<file path="config.mk">
export PLATFORM = sky130hd
export DESIGN_NAME = opener
export DESIGN_NICKNAME = d
export VERILOG_FILES = /design/src/rtl/opener.sv
export SDC_FILE = /design/constraint.sdc
export NUM_CORES = 1
export LEC_CHECK = 0
export ABC_AREA = 1
export CELL_PAD_IN_SITES_DETAIL_PLACEMENT = 2
export CELL_PAD_IN_SITES_GLOBAL_PLACEMENT = 2
export CORE_AREA = 2 2 39 41
export DETAILED_ROUTE_END_ITERATION = 7
export DIE_AREA = 0 0 41 43
export GPL_ROUTABILITY_DRIVEN = 0
export HOLD_SLACK_MARGIN = 0.15
export PLACE_DENSITY = 0.76
export REMOVE_ABC_BUFFERS = 1
export SLEW_MARGIN = 25
export SYNTH_ARGS = -nofsm -noshare
export SYNTH_HDL_FRONTEND = slang
export SYNTH_SLANG_ARGS = --single-unit
export TNS_END_PERCENT = 100
</file>
<file path="constraint.sdc">
create_clock -name clk -period 2.1 [get_ports clk]
set_clock_uncertainty 0.1 [all_clocks]
set_input_delay 0.21 -clock clk [delete_from_list [all_inputs] [get_ports clk]]
set_output_delay 0.21 -clock clk [all_outputs]
set_load 0.02 [all_outputs]
</file>
<file path="src/rtl/opener.sv">
// Garage door opener controller: 4-state Moore FSM driving motor up/down.
// While r_n is low the state is forced to a value derived from the limit
// switches (closed -> Closed, else open -> Open, else Opening) and follows
// those switches live.
// Optional feature macro: OPENER_BTN_REVERSE_EN -- when defined, pressing the
// button while Closing reverses the door, with the same priority as the
// obstacle sensor.
module opener (
  input  logic       clk,
  input  logic       r_n,
  input  logic       b,
  input  logic       c,
  input  logic       o,
  input  logic       s,
  output logic       d,
  output logic       u,
  output logic [1:0] State
);

  localparam int unsigned STATE_W = 2;

  typedef enum logic [STATE_W-1:0] {
    CLOSED  = 2'b00,
    OPENING = 2'b01,
    OPEN    = 2'b10,
    CLOSING = 2'b11
  } state_t;

  state_t r_state;
  state_t w_rst_state;
  state_t w_cur;
  state_t w_next;
  logic   r_rst_q;
  logic   w_rev;

  // Position-derived reset value; closed switch wins over open switch.
  always_comb begin
    w_rst_state = OPENING;
    if (c) begin
      w_rst_state = CLOSED;
    end else if (o) begin
      w_rst_state = OPEN;
    end
  end

  // Reset-window flag: set asynchronously by reset, cleared by the first
  // clock edge after release. While set, the live position value stands in
  // for the state register, so the state follows c/o during reset and the
  // first post-reset edge transitions from exactly what was presented.
  always_ff @(posedge clk or negedge r_n) begin
    if (!r_n) begin
      r_rst_q <= 1'b1;
    end else begin
      r_rst_q <= 1'b0;
    end
  end

  assign w_cur = r_rst_q ? w_rst_state : r_state;

`ifdef OPENER_BTN_REVERSE_EN
  assign w_rev = s | b;
`else
  assign w_rev = s;
`endif

  // State register.
  always_ff @(posedge clk or negedge r_n) begin
    if (!r_n) begin
      r_state <= CLOSED;
    end else begin
      r_state <= w_next;
    end
  end

  // Next-state logic; b is level-sensitive.
  always_comb begin
    w_next = w_cur;
    case (w_cur)
      CLOSED: begin
        if (b) w_next = OPENING;
      end
      OPENING: begin
        if (o) w_next = OPEN;
      end
      OPEN: begin
        if (b && !s) w_next = CLOSING;
      end
      CLOSING: begin
        if (w_rev) begin
          w_next = OPENING;
        end else if (c) begin
          w_next = CLOSED;
        end
      end
      default: w_next = w_cur;
    endcase
  end

  // Moore outputs decoded from the current state only.
  assign State = w_cur;
  assign u     = (w_cur == OPENING);
  assign d     = (w_cur == CLOSING);

endmodule

</file>
## After elaboration in Yosys (flattened, before gate mapping)

Index checks and enable logic that the tools add are counted.

| operators by class | value |
|---|---|
| magnitude comparators | 0 |
| multiply operators | 0 |
| muxes and demuxes | 9 |
| bitwise operators | 0 |
| reductions and logical operators | 3 |
| divide/modulo/power cells | 0 |
| equality and inequality tests | 3 |
| add/sub/neg operators | 0 |
| shifts and indexed selects | 0 |

Operators with widths:

| cell | count |
|---|---|
| 2-bit two-way mux | 8 |
| 2-bit case mux with 4 select lines | 1 |
| 2-bit == test (second input constant) | 2 |
| 2-bit by 1-bit == test with 1-bit output (second input constant) | 1 |
| 2-bit zero test | 1 |
| 1-bit logical AND | 1 |
| 1-bit zero test | 1 |

| word-level totals | value |
|---|---|
| register bits after elaboration | 3 |
| bits in latches | 0 |
| ROM bits | 0 |
| RAM bits | 0 |
| memories | 0 |
| output and inout port bits | 4 |
| word-level logic and storage cells | 17 |
| input port bits | 6 |

## Logic depth before layout (Yosys ltp)

| depth | value |
|---|---|
| word-level depth | 6 |
| gate-level depth with buffers | 7 |
| mapped depth without buffers | 7 |

## Worst setup path before layout

OpenSTA, ideal clock, no wires.

| path | value |
|---|---|
| kind | reg-to-output |
| from | reg r_rst_q |
| to | out d |
| data arrival time | 1,143 ps |
| data required time | 1,790 ps |
| path buffers | 0 |
| slack | 647 ps |
| stages on the path, launching flop included | 5 |
| cells stage by stage | dfstp_2 nand3_1 nand2_2 inv_1 nor2_1 |

| between the ends | value |
|---|---|
| longest elaborated chain between the ends | 2 |

RTL lines:

| what | line | source |
|---|---|---|
| from (decl) | 33 | `logic r_rst_q;` |
| from (signal assigned) | 52 | `r_rst_q <= 1'b1;` |
| from (signal assigned) | 54 | `r_rst_q <= 1'b0;` |
| 2-bit two-way mux | 58 | `assign w_cur = r_rst_q ? w_rst_state : r_state;` |
| named net State[0] | 17 | `output logic [1:0] State` |
| 2-bit == test | 102 | `assign d = (w_cur == CLOSING);` |
| to (decl) | 15 | `output logic d,` |

The timed path passes the listed nets, and every way through them passes these cells.

## Worst setup path in the final report

| path | value |
|---|---|
| from | reg r_rst_q |
| to | out State[1] |

| between the ends | value |
|---|---|
| longest elaborated chain between the ends | 1 |

RTL lines:

| what | line |
|---|---|
| 2-bit two-way mux | 58 |
| to (decl) | 17 |

No other way between the ends.

==> impl_metrics.ini <==
[global_route]
overflow = 0
grt_first_pass_wirelength_um = 1138
grt_pass1_vias = 275
groute.usage.overall_pct = 10.56
antenna_found_initial = 0
grt_max_degree = 6

[placement]
pre_cts_ws_ns = 0.07665
place_area_um2 = 327.8
hpwl_um = 472.6
dpl.cell_count = 61
port_buffers = 9

[logic_synthesis]
avgSynthCellArea_um2 = 6.006
synth_area_leader_cell = nand2_1
seq_area_frac_synth_pct = 36.31
syn-cell-area_um2 = 210.2
netlist.area_leader.share_pct = 25.00
yosys_warnings = 0
ys_types = 9
synthCells = 35
yosys-top-cells-area = nand2_1, dfrtp_1, dfstp_2
ys_ff_latch = 3

[finish]
finish.utilization_pct = 26.67
drive_gt1_share_pct = 22.00
instances_no_fill = 66
area_growth_pct = 75.59
most-common-layout-cells = nand2_1, clkdlybuf4s50_1, inv_1
fin_nets = 57
stdcell_area_um2 = 369.1
layout_commonest_cell = nand2_1
diodes = 0

[routing]
vias = 252
dr.pass1.iters = 1
post_drt_wl_per_cell_um = 9.076
drt_iter0_markers = 0
drc = 0
routed_wl_um = 599
postRouteAntennaNets = 0
vias_per_cell = 3.818

[timing]
finalCritPeriodShare_pct = 91.30
finalHoldViolations = 0
rsz0062_at_grt = false
max_freq_mhz = 521.6
fin_crit_ns = 1.917
worst_slack_ns = 0.1827
setup_violations = 0
tns_ns = 0
drv_slew = 0

[setup_path]
crit_family = buffers and inverters
crit_path_max_fanout = 5
startpoint_type = flip-flop
cp_slowest_cell = clkdlybuf4s50_1
crit_buf_inv = 1
crit_start = r_rst_q
cp_cell_sequence = nand3_1 > nand2_2 > clkdlybuf4s50_1
crit_path_end_kind = output pin
worstPathRequired_ns = 1.79
worstReg2RegStart = r_rst_q
worstRegToRegCells = 7
reg2reg_to = r_state[0]
arrival_ns = 1.61
worst-setup-path-type = reg2out
critical_path.max_stage_delay_ns = 0.62
regToRegSetupSlack_ns = 0.86

[clocking]
clock_latency_ns = 0.23
cts_tree = done
cts_root_buf = clkbuf_4
cts.sinks = 3
clk_pin_slew_ns = 0.04
clk_path_buf_depth = 2
cts_made_buffers = 3
post_cts.repair.setup_buffers = 0
htree_levels = 1

[min_path]
min_to = r_state[0]
hold_path_startpoint = b
min_path_type = in2reg
hold_path_depth = 5

[die]
core-area_mm2 = 0.001384
die-area_mm2 = 0.001763
die_height_um = 43
start_util_pct = 15.19
fp.dieW_um = 41
io_pins = 10
rows = 14

[job]
max_cap_viol_count = 0

[status]
status = complete, no violations

[power_and_ir_drop]
leakage_nw = 0.2238
power.density_mw_per_mm2 = 682.3
ir_drop_mv = 0.3160
==> worst min-delay path: stages <==
cell and delay, ns:
clkdlybuf4s50_1 0.39, inv_1 0.06, nor2_1 0.05, nand2_1 0.05, nand2_1 0.04
==> cells in the mapped netlist <==
cell     count
nand3_1      3
dfstp_2      1
inv_2        2
nand2_2      4
conb_1       1
nand2_1     14
dfrtp_1      2
inv_1        5
nor2_1       3
==> timing repair <==
| action | in CTS | in global routing |
|---|---|---|
| endpoints found under the setup margin | 0 | 2 |
| endpoints found under the hold margin | 2 | 0 |
| resized for setup | 0 | 2 |
| hold buffers | 1 | 0 |
==> state kept, by name (all words and copies together) (netlist names) <==
| register | flops |
|---|---|
| r_rst_q | 1 |
| r_state | 2 |
==> layout make-up <==
type | count | area (um^2)
multi-input cells | 25 | 107.6
well taps | 16 | 20.02
fillers | 172 | 1015
inverters | 7 | 26.28
clock buffers | 4 | 26.28
repair buffers | 11 | 112.6
flip-flops and latches | 3 | 76.32
==> routing by layer <==
metal  track usage, %  wire length (um)  vias up
li1                 -                 -      129
met1            11.00               257      113
met2            15.63               304        8
met3            4.712                23        2
met4            8.000                13        0
met5                0                 0        -
==> logic make-up after synthesis <==
family | after synthesis | synth area share [%]
and+or+nand+nor | 24 | 49.40
DFF | 3 | 36.31
buffers and inverters | 7 | 12.50
other | 1 | 1.784
==> power by group <==
part / switching [mW] / internal, mW / leakage (nW)
Combinational: 0.0432 / 0.0375 / 0.174
Sequential: 0.00374 / 0.0663 / 0.0353
Clock: 0.0299 / 0.0712 / 0.0150
==> worst max path at each step <==
stage | to | slack [ns] | cells past startpoint
2_1_floorplan | d | 0.65 | 4
3_5_place_dp | d | 0.08 | 7
4_1_cts | d | 0.01 | 5
5_1_grt | State[1] | 0.09 | 3
3_3_place_gp | d | 0.09 | 7
6_report | State[1] | 0.18 | 3
==> per-stage QoR <==
stage | power [mW] | hold slack (ns)
floorplan | 0.1125 | -0.1856
global placement | 0.1505 | 0.2992
detailed placement | 0.1514 | 0.3072
CTS | 0.2621 | 0.5113
global route | 0.2747 | 0.5619
finish | 0.2518 | 0.5042
(Power assumes the default switching activity.)
